===== src/rtl/id_ex_pipe_reg.sv =====
// ============================================================================
// id_ex_pipe_reg
//   Pipeline register between the Decode (D) and Execute (E) stages of an
//   in-order RISC-V core. Every D-stage field is captured into a matching
//   registered E-stage output. There is no combinational path from any input
//   to any output.
//
//   Edge behaviour, in priority order:
//     reset=0                 -> clear every E output (and the bubble counter)
//     FlushE=1                -> load a bubble (all E outputs zero)
//     StallE=1                -> hold every E output
//     ValidD=0                -> load a bubble (an empty decode slot must not
//                                carry write enables into EX)
//     otherwise               -> capture all D inputs
//
//   Optional feature macro: ID_EX_BUBBLE_CNT_EN
//     When defined, adds output BubbleCntE [31:0], a free-running count of
//     edges that loaded a bubble (wraps 0xFFFFFFFF -> 0). Stall-hold edges do
//     not count. Without the macro the port does not exist.
//
// Ports
//   clk, reset (sync, active-low), StallE, FlushE
//   Control in : RegWriteD, ResultSrcD[1:0], MemWriteD, JumpD, jalrD, BranchD,
//                ALUSrcD, ALUControlD[3:0], funct3D[2:0], PredTakenD, ValidD
//   Data in    : RD1D, RD2D, PCD, ImmExtD, PCPlus4D, PredTargetD [XLEN-1:0],
//                Rs1D, Rs2D, RdD [4:0]
//   Outputs    : same names with suffix E, same widths (+ BubbleCntE)
// ============================================================================
module id_ex_pipe_reg #(
    parameter int XLEN = 32
) (
    input  logic            clk,
    input  logic            reset,
    input  logic            StallE,
    input  logic            FlushE,
    input  logic            RegWriteD,
    input  logic [1:0]      ResultSrcD,
    input  logic            MemWriteD,
    input  logic            JumpD,
    input  logic            jalrD,
    input  logic            BranchD,
    input  logic            ALUSrcD,
    input  logic [3:0]      ALUControlD,
    input  logic [2:0]      funct3D,
    input  logic            PredTakenD,
    input  logic            ValidD,
    input  logic [XLEN-1:0] RD1D,
    input  logic [XLEN-1:0] RD2D,
    input  logic [XLEN-1:0] PCD,
    input  logic [XLEN-1:0] ImmExtD,
    input  logic [XLEN-1:0] PCPlus4D,
    input  logic [XLEN-1:0] PredTargetD,
    input  logic [4:0]      Rs1D,
    input  logic [4:0]      Rs2D,
    input  logic [4:0]      RdD,
    output logic            RegWriteE,
    output logic [1:0]      ResultSrcE,
    output logic            MemWriteE,
    output logic            JumpE,
    output logic            jalrE,
    output logic            BranchE,
    output logic            ALUSrcE,
    output logic [3:0]      ALUControlE,
    output logic [2:0]      funct3E,
    output logic            PredTakenE,
    output logic            ValidE,
    output logic [XLEN-1:0] RD1E,
    output logic [XLEN-1:0] RD2E,
    output logic [XLEN-1:0] PCE,
    output logic [XLEN-1:0] ImmExtE,
    output logic [XLEN-1:0] PCPlus4E,
    output logic [XLEN-1:0] PredTargetE,
    output logic [4:0]      Rs1E,
    output logic [4:0]      Rs2E,
    output logic [4:0]      RdE
`ifdef ID_EX_BUBBLE_CNT_EN
    ,
    output logic [31:0]     BubbleCntE
`endif
);

    // One packed record for the whole stage so a bubble is simply all-zero.
    typedef struct packed {
        logic            reg_write;
        logic [1:0]      result_src;
        logic            mem_write;
        logic            jump;
        logic            jalr;
        logic            branch;
        logic            alu_src;
        logic [3:0]      alu_control;
        logic [2:0]      funct3;
        logic            pred_taken;
        logic            valid;
        logic [XLEN-1:0] rd1;
        logic [XLEN-1:0] rd2;
        logic [XLEN-1:0] pc;
        logic [XLEN-1:0] imm_ext;
        logic [XLEN-1:0] pc_plus4;
        logic [XLEN-1:0] pred_target;
        logic [4:0]      rs1;
        logic [4:0]      rs2;
        logic [4:0]      rd;
    } stage_t;

    stage_t w_d;
    stage_t w_next;
    stage_t r_stage;
    logic   w_bubble;
    logic   w_hold;

    assign w_d = '{
        reg_write:   RegWriteD,
        result_src:  ResultSrcD,
        mem_write:   MemWriteD,
        jump:        JumpD,
        jalr:        jalrD,
        branch:      BranchD,
        alu_src:     ALUSrcD,
        alu_control: ALUControlD,
        funct3:      funct3D,
        pred_taken:  PredTakenD,
        valid:       ValidD,
        rd1:         RD1D,
        rd2:         RD2D,
        pc:          PCD,
        imm_ext:     ImmExtD,
        pc_plus4:    PCPlus4D,
        pred_target: PredTargetD,
        rs1:         Rs1D,
        rs2:         Rs2D,
        rd:          RdD
    };

    // Flush beats stall; an invalid slot only becomes a bubble when the stage
    // actually advances (a stalled stage keeps its current contents).
    always_comb begin
        w_bubble = FlushE | (~StallE & ~ValidD);
        w_hold   = StallE & ~FlushE;
        w_next   = w_d;
        if (w_bubble) begin
            w_next = '0;
        end else begin
            w_next = w_d;
        end
    end

    // Stage register: reset overrides stall and flush.
    always_ff @(posedge clk) begin
        if (!reset) begin
            r_stage <= '0;
        end else if (w_hold) begin
            r_stage <= r_stage;
        end else begin
            r_stage <= w_next;
        end
    end

    assign RegWriteE   = r_stage.reg_write;
    assign ResultSrcE  = r_stage.result_src;
    assign MemWriteE   = r_stage.mem_write;
    assign JumpE       = r_stage.jump;
    assign jalrE       = r_stage.jalr;
    assign BranchE     = r_stage.branch;
    assign ALUSrcE     = r_stage.alu_src;
    assign ALUControlE = r_stage.alu_control;
    assign funct3E     = r_stage.funct3;
    assign PredTakenE  = r_stage.pred_taken;
    assign ValidE      = r_stage.valid;
    assign RD1E        = r_stage.rd1;
    assign RD2E        = r_stage.rd2;
    assign PCE         = r_stage.pc;
    assign ImmExtE     = r_stage.imm_ext;
    assign PCPlus4E    = r_stage.pc_plus4;
    assign PredTargetE = r_stage.pred_target;
    assign Rs1E        = r_stage.rs1;
    assign Rs2E        = r_stage.rs2;
    assign RdE         = r_stage.rd;

`ifdef ID_EX_BUBBLE_CNT_EN
    logic [31:0] r_bubble_cnt;

    // Count edges that load a bubble; natural 32-bit wrap.
    always_ff @(posedge clk) begin
        if (!reset) begin
            r_bubble_cnt <= 32'd0;
        end else if (w_bubble) begin
            r_bubble_cnt <= r_bubble_cnt + 32'd1;
        end else begin
            r_bubble_cnt <= r_bubble_cnt;
        end
    end

    assign BubbleCntE = r_bubble_cnt;
`endif

endmodule


===== config.mk =====
export PLATFORM = sky130hd
export DESIGN_NAME = id_ex_pipe_reg
export DESIGN_NICKNAME = d
export VERILOG_FILES = /design/src/rtl/id_ex_pipe_reg.sv
export SDC_FILE = /design/constraint.sdc
export NUM_CORES = 1
export LEC_CHECK = 0
export CORE_ASPECT_RATIO = 0.6
export CORE_MARGIN = 2
export CORE_UTILIZATION = 36
export DETAILED_ROUTE_END_ITERATION = 8
export PLACE_DENSITY_LB_ADDON = 0.25
export SLEW_MARGIN = 25
export SYNTH_ARGS = -nofsm -noshare
export SYNTH_HDL_FRONTEND = slang
export SYNTH_SLANG_ARGS = --single-unit

===== constraint.sdc =====
create_clock -name clk -period 0.9 [get_ports clk]
set_input_delay 0.225 -clock clk [delete_from_list [all_inputs] [get_ports clk]]
set_output_delay 0.225 -clock clk [all_outputs]
set_load 0.03 [all_outputs]

==> flow_summary_export.csv <==
group,metric,value,unit
setup_path,cp.depth,1,
placed_design,finalWeightedCongestion,0.782,
yosys,syn_inst,996,
yosys,syn-num-nets,1224,
route,vias,8686,
timing,fin_crit_sh,1.35,
clock_tree,h-tree-depth,1,
power_and_ir_drop,p_sw_frac,0.244,
route,drt_iter0_markers,468,
placed_design,io_buffers,451,
die,die_x,206,um
clock_tree,clock-root-buffer,"clkbuf_16",
clock_tree,clkTransAtPathRegs,0.06,ns
yosys,synth_top_cell_by_area,"dfxtp_1",
timing,period_needed,1.21,ns
route,drt-pass1-iter-count,6,
yosys,synth_top_area_frac,0.506,
layout,multi_input_area,0.00376,mm2
die,io_pins,452,
grt,grt_antenna_before_repair,1,
power_and_ir_drop,peakVddDrop,974,uV
power_and_ir_drop,cell_internal_pwr,17200,uW
setup_path,startpoint_type,"register",
yosys,ys_seq_area_frac,0.506,
route,routed_wl,30.7,mm
timing,setup_ws,-0.312,ns
placed_design,pre_cts_slack,-0.494,ns
grt,overflow,0,
die,die_area,0.0259,mm2
power_and_ir_drop,combinationalPowerShare,0.148,
timing,hold_viol_final,0,
layout,nNetsFinal,1686,
layout,final-seq-area,0.00477,mm2
setup_path,r2r_slack,0.09,ns
setup_path,endpoint_kind,"output port",
yosys,ys_types,12,
yosys,syn_avg_cell_area,8.89,um2
grt,grt_pass1_vias,8424,
power_and_ir_drop,seqPwrFrac,0.452,
clock_tree,clock_sinks,224,
yosys,ys_warn_count,0,
route,drc_errors,0,
setup_path,cp_data_arrival_time,0.99,ns
power_and_ir_drop,power.clock.fraction,0.400,
die,coreArea,0.0242,mm2
grt,grt_max_degree,66,
timing,rsz0062_at_grt,"true",
setup_path,required,0.67,ns
setup_path,r2r-end,"RD2E[12]$_SDFFE_PN0N_",
setup_path,cpLargestDelayFamily,"flip-flops",
setup_path,cpMaxStageDelayCell,"dfxtp_4",
power_and_ir_drop,power_density,1480,mW/mm2
clock_tree,clockBufferDepth,3,
route,viasPerCell,4.84,
die,rows,44,
route,wl_per_cell,17.1,um
setup_path,crit_buf_inv,1,
layout,layout_common_cells,"clkdlybuf4s50_1 (225), dfxtp_2 (223), nand2_1 (223), nand3b_1 (223), buf_6 (221)",
layout,drive_above_1_share,0.407,
status,status,"complete, but fails checks",
clock_tree,cts_buffers,22,
die,fp.dieH,125,um
layout,final_common_cell,"clkdlybuf4s50_1",
clock_tree,clock_latency,0.50,ns
yosys,synthTopCellsByArea,"dfxtp_1 (51%), nand3b_1 (19%), a21oi_1 (12%)",
timing,max_slew_margin,0.846,
setup_path,crit_type,"reg2out",
timing,worstMarginPinSlew,0.231,ns
setup_path,cp_max_fo,2,
timing,finalSetupViolCount,226,
timing,clock_skew,0,ns
setup_path,worstPathCellList,"buf_12",
grt,grt_first_pass_wirelength,44.9,mm
clock_tree,postCtsHoldBufs,0,
setup_path,r2r_cells,4,
layout,nFillCells,1962,
setup_path,max_stage_delay,0.36,ns
power_and_ir_drop,p_leak,0.00574,uW
setup_path,cp-startpoint,"PCPlus4E[26]$_SDFFE_PN0N_",
setup_path,r2r-start,"RD2E[12]$_SDFFE_PN0N_",
clock_tree,cts_tree,"yes",
route,postRouteAntennaNets,0,
layout,post-route-util,0.638,
timing,max_freq,825,MHz
timing,drv_slew,0,
setup_path,crit_end,"PCPlus4E[26]",
hold_path,hold_class,"in2reg",
grt,grtUsageTotal,0.216,
power_and_ir_drop,power.switching,5550,uW
placed_design,hpwlAfterDp,20.5,mm
yosys,ys_seq_elements,224,
job,maxCapViolCount,0,
yosys,syn-cell-area,0.00886,mm2
layout,area_delta_synth_final,74.1,%
status,violations,"setup timing",
die,start_util,0.366,
[cell families (layout without fill, tap and decap cells)]
logic type | Yosys count | count (layout) | synth area share
muxes | 1 | 1 | 0.00113
AOI/OAI and AO/OA | 223 | 223 | 0.130
DFF | 224 | 224 | 0.506
buffers and inverters | 100 | 577 | 0.0776
and+or+nand+nor | 448 | 448 | 0.285
other | 0 | 1 | 0
[final cells by class]
type | count | share of cell area
diodes | 1 | 0.000162
multi-input cells | 672 | 0.244
flip-flops and latches | 224 | 0.309
clock inverters | 4 | 0.00146
clock buffers | 35 | 0.0442
repair buffers | 538 | 0.375
well taps | 322 | 0.0261
[synth_stat cells (all sizes together)]
cell	count
nor2	1
nand3b	223
nand2	223
nand2b	1
a21oi	223
clkbuf	6
dfxtp	224
mux2i	1
buf	94
[registers in the layout (all words and copies together) (netlist names), 3 cells and up]
name         flops
PredTargetE     32
RD2E            32
funct3E          3
ALUControlE      4
PCE             32
PCPlus4E        32
Rs2E             5
ImmExtE         32
RdE              5
Rs1E             5
RD1E            32
[per-layer routing]
layer	vias up	global-route usage	wire, um
li1	4295	-	-
met1	4062	0.244	12000
met2	270	0.378	15000
met3	59	0.0772	2740
met4	0	0.0710	937
met5	-	0	0
[through the flow]
step | total power, uW | setup TNS (ns) | instance area, um2 | instances | hold slack [ns]
floorplan | 12000 | -1.45 | 8990 | 996 | 0.384
global placement | 13500 | -99.63 | 13100 | 1703 | 0.438
detailed placement | 13500 | -101.85 | 13100 | 1703 | 0.445
CTS | 22900 | -70.03 | 15000 | 1755 | 0.0494
global route | 23700 | -73.15 | 15400 | 1796 | 0.0772
finish | 22700 | -64.62 | 15400 | 1796 | 0.0697
[worst min-delay path by stage]
stage                             start                      endpoint  slack, ns  depth (start not counted)
2_1_floorplan                   PCD[28]          PCE[28]$_SDFFE_PN0N_       0.38                          2
3_3_place_gp   ImmExtE[28]$_SDFFE_PN0N_      ImmExtE[28]$_SDFFE_PN0N_       0.44                          2
3_5_place_dp   ImmExtE[14]$_SDFFE_PN0N_      ImmExtE[14]$_SDFFE_PN0N_       0.45                          2
4_1_cts                          StallE  PredTargetE[19]$_SDFFE_PN0N_       0.05                          3
5_1_grt                          StallE          RD2E[4]$_SDFFE_PN0N_       0.08                          3
6_report                         StallE  PredTargetE[19]$_SDFFE_PN0N_       0.07                          3
[power groups by stage]
| stage | Combinational, uW | Clock [uW] | Sequential (uW) |
|---|---|---|---|
| final | 3360 | 9090 | 10300 |
| after global routing | 3580 | 9790 | 10300 |
| after CTS | 3240 | 9350 | 10300 |
| after detailed placement | 3090 | 0 | 10400 |
| after global placement | 3060 | 0 | 10400 |
| after floorplan | 1180 | 0 | 10800 |
[timing repair]
| action | CTS | global route |
|---|---|---|
| gates cloned | 0 | 2 |
| endpoints found under the setup margin | 224 | 289 |
| gates resized for setup | 445 | 21 |
| setup buffers | 13 | 38 |
| hold endpoints to repair | 0 | 0 |
No activity file was read; power rests on OpenSTA's default activity.
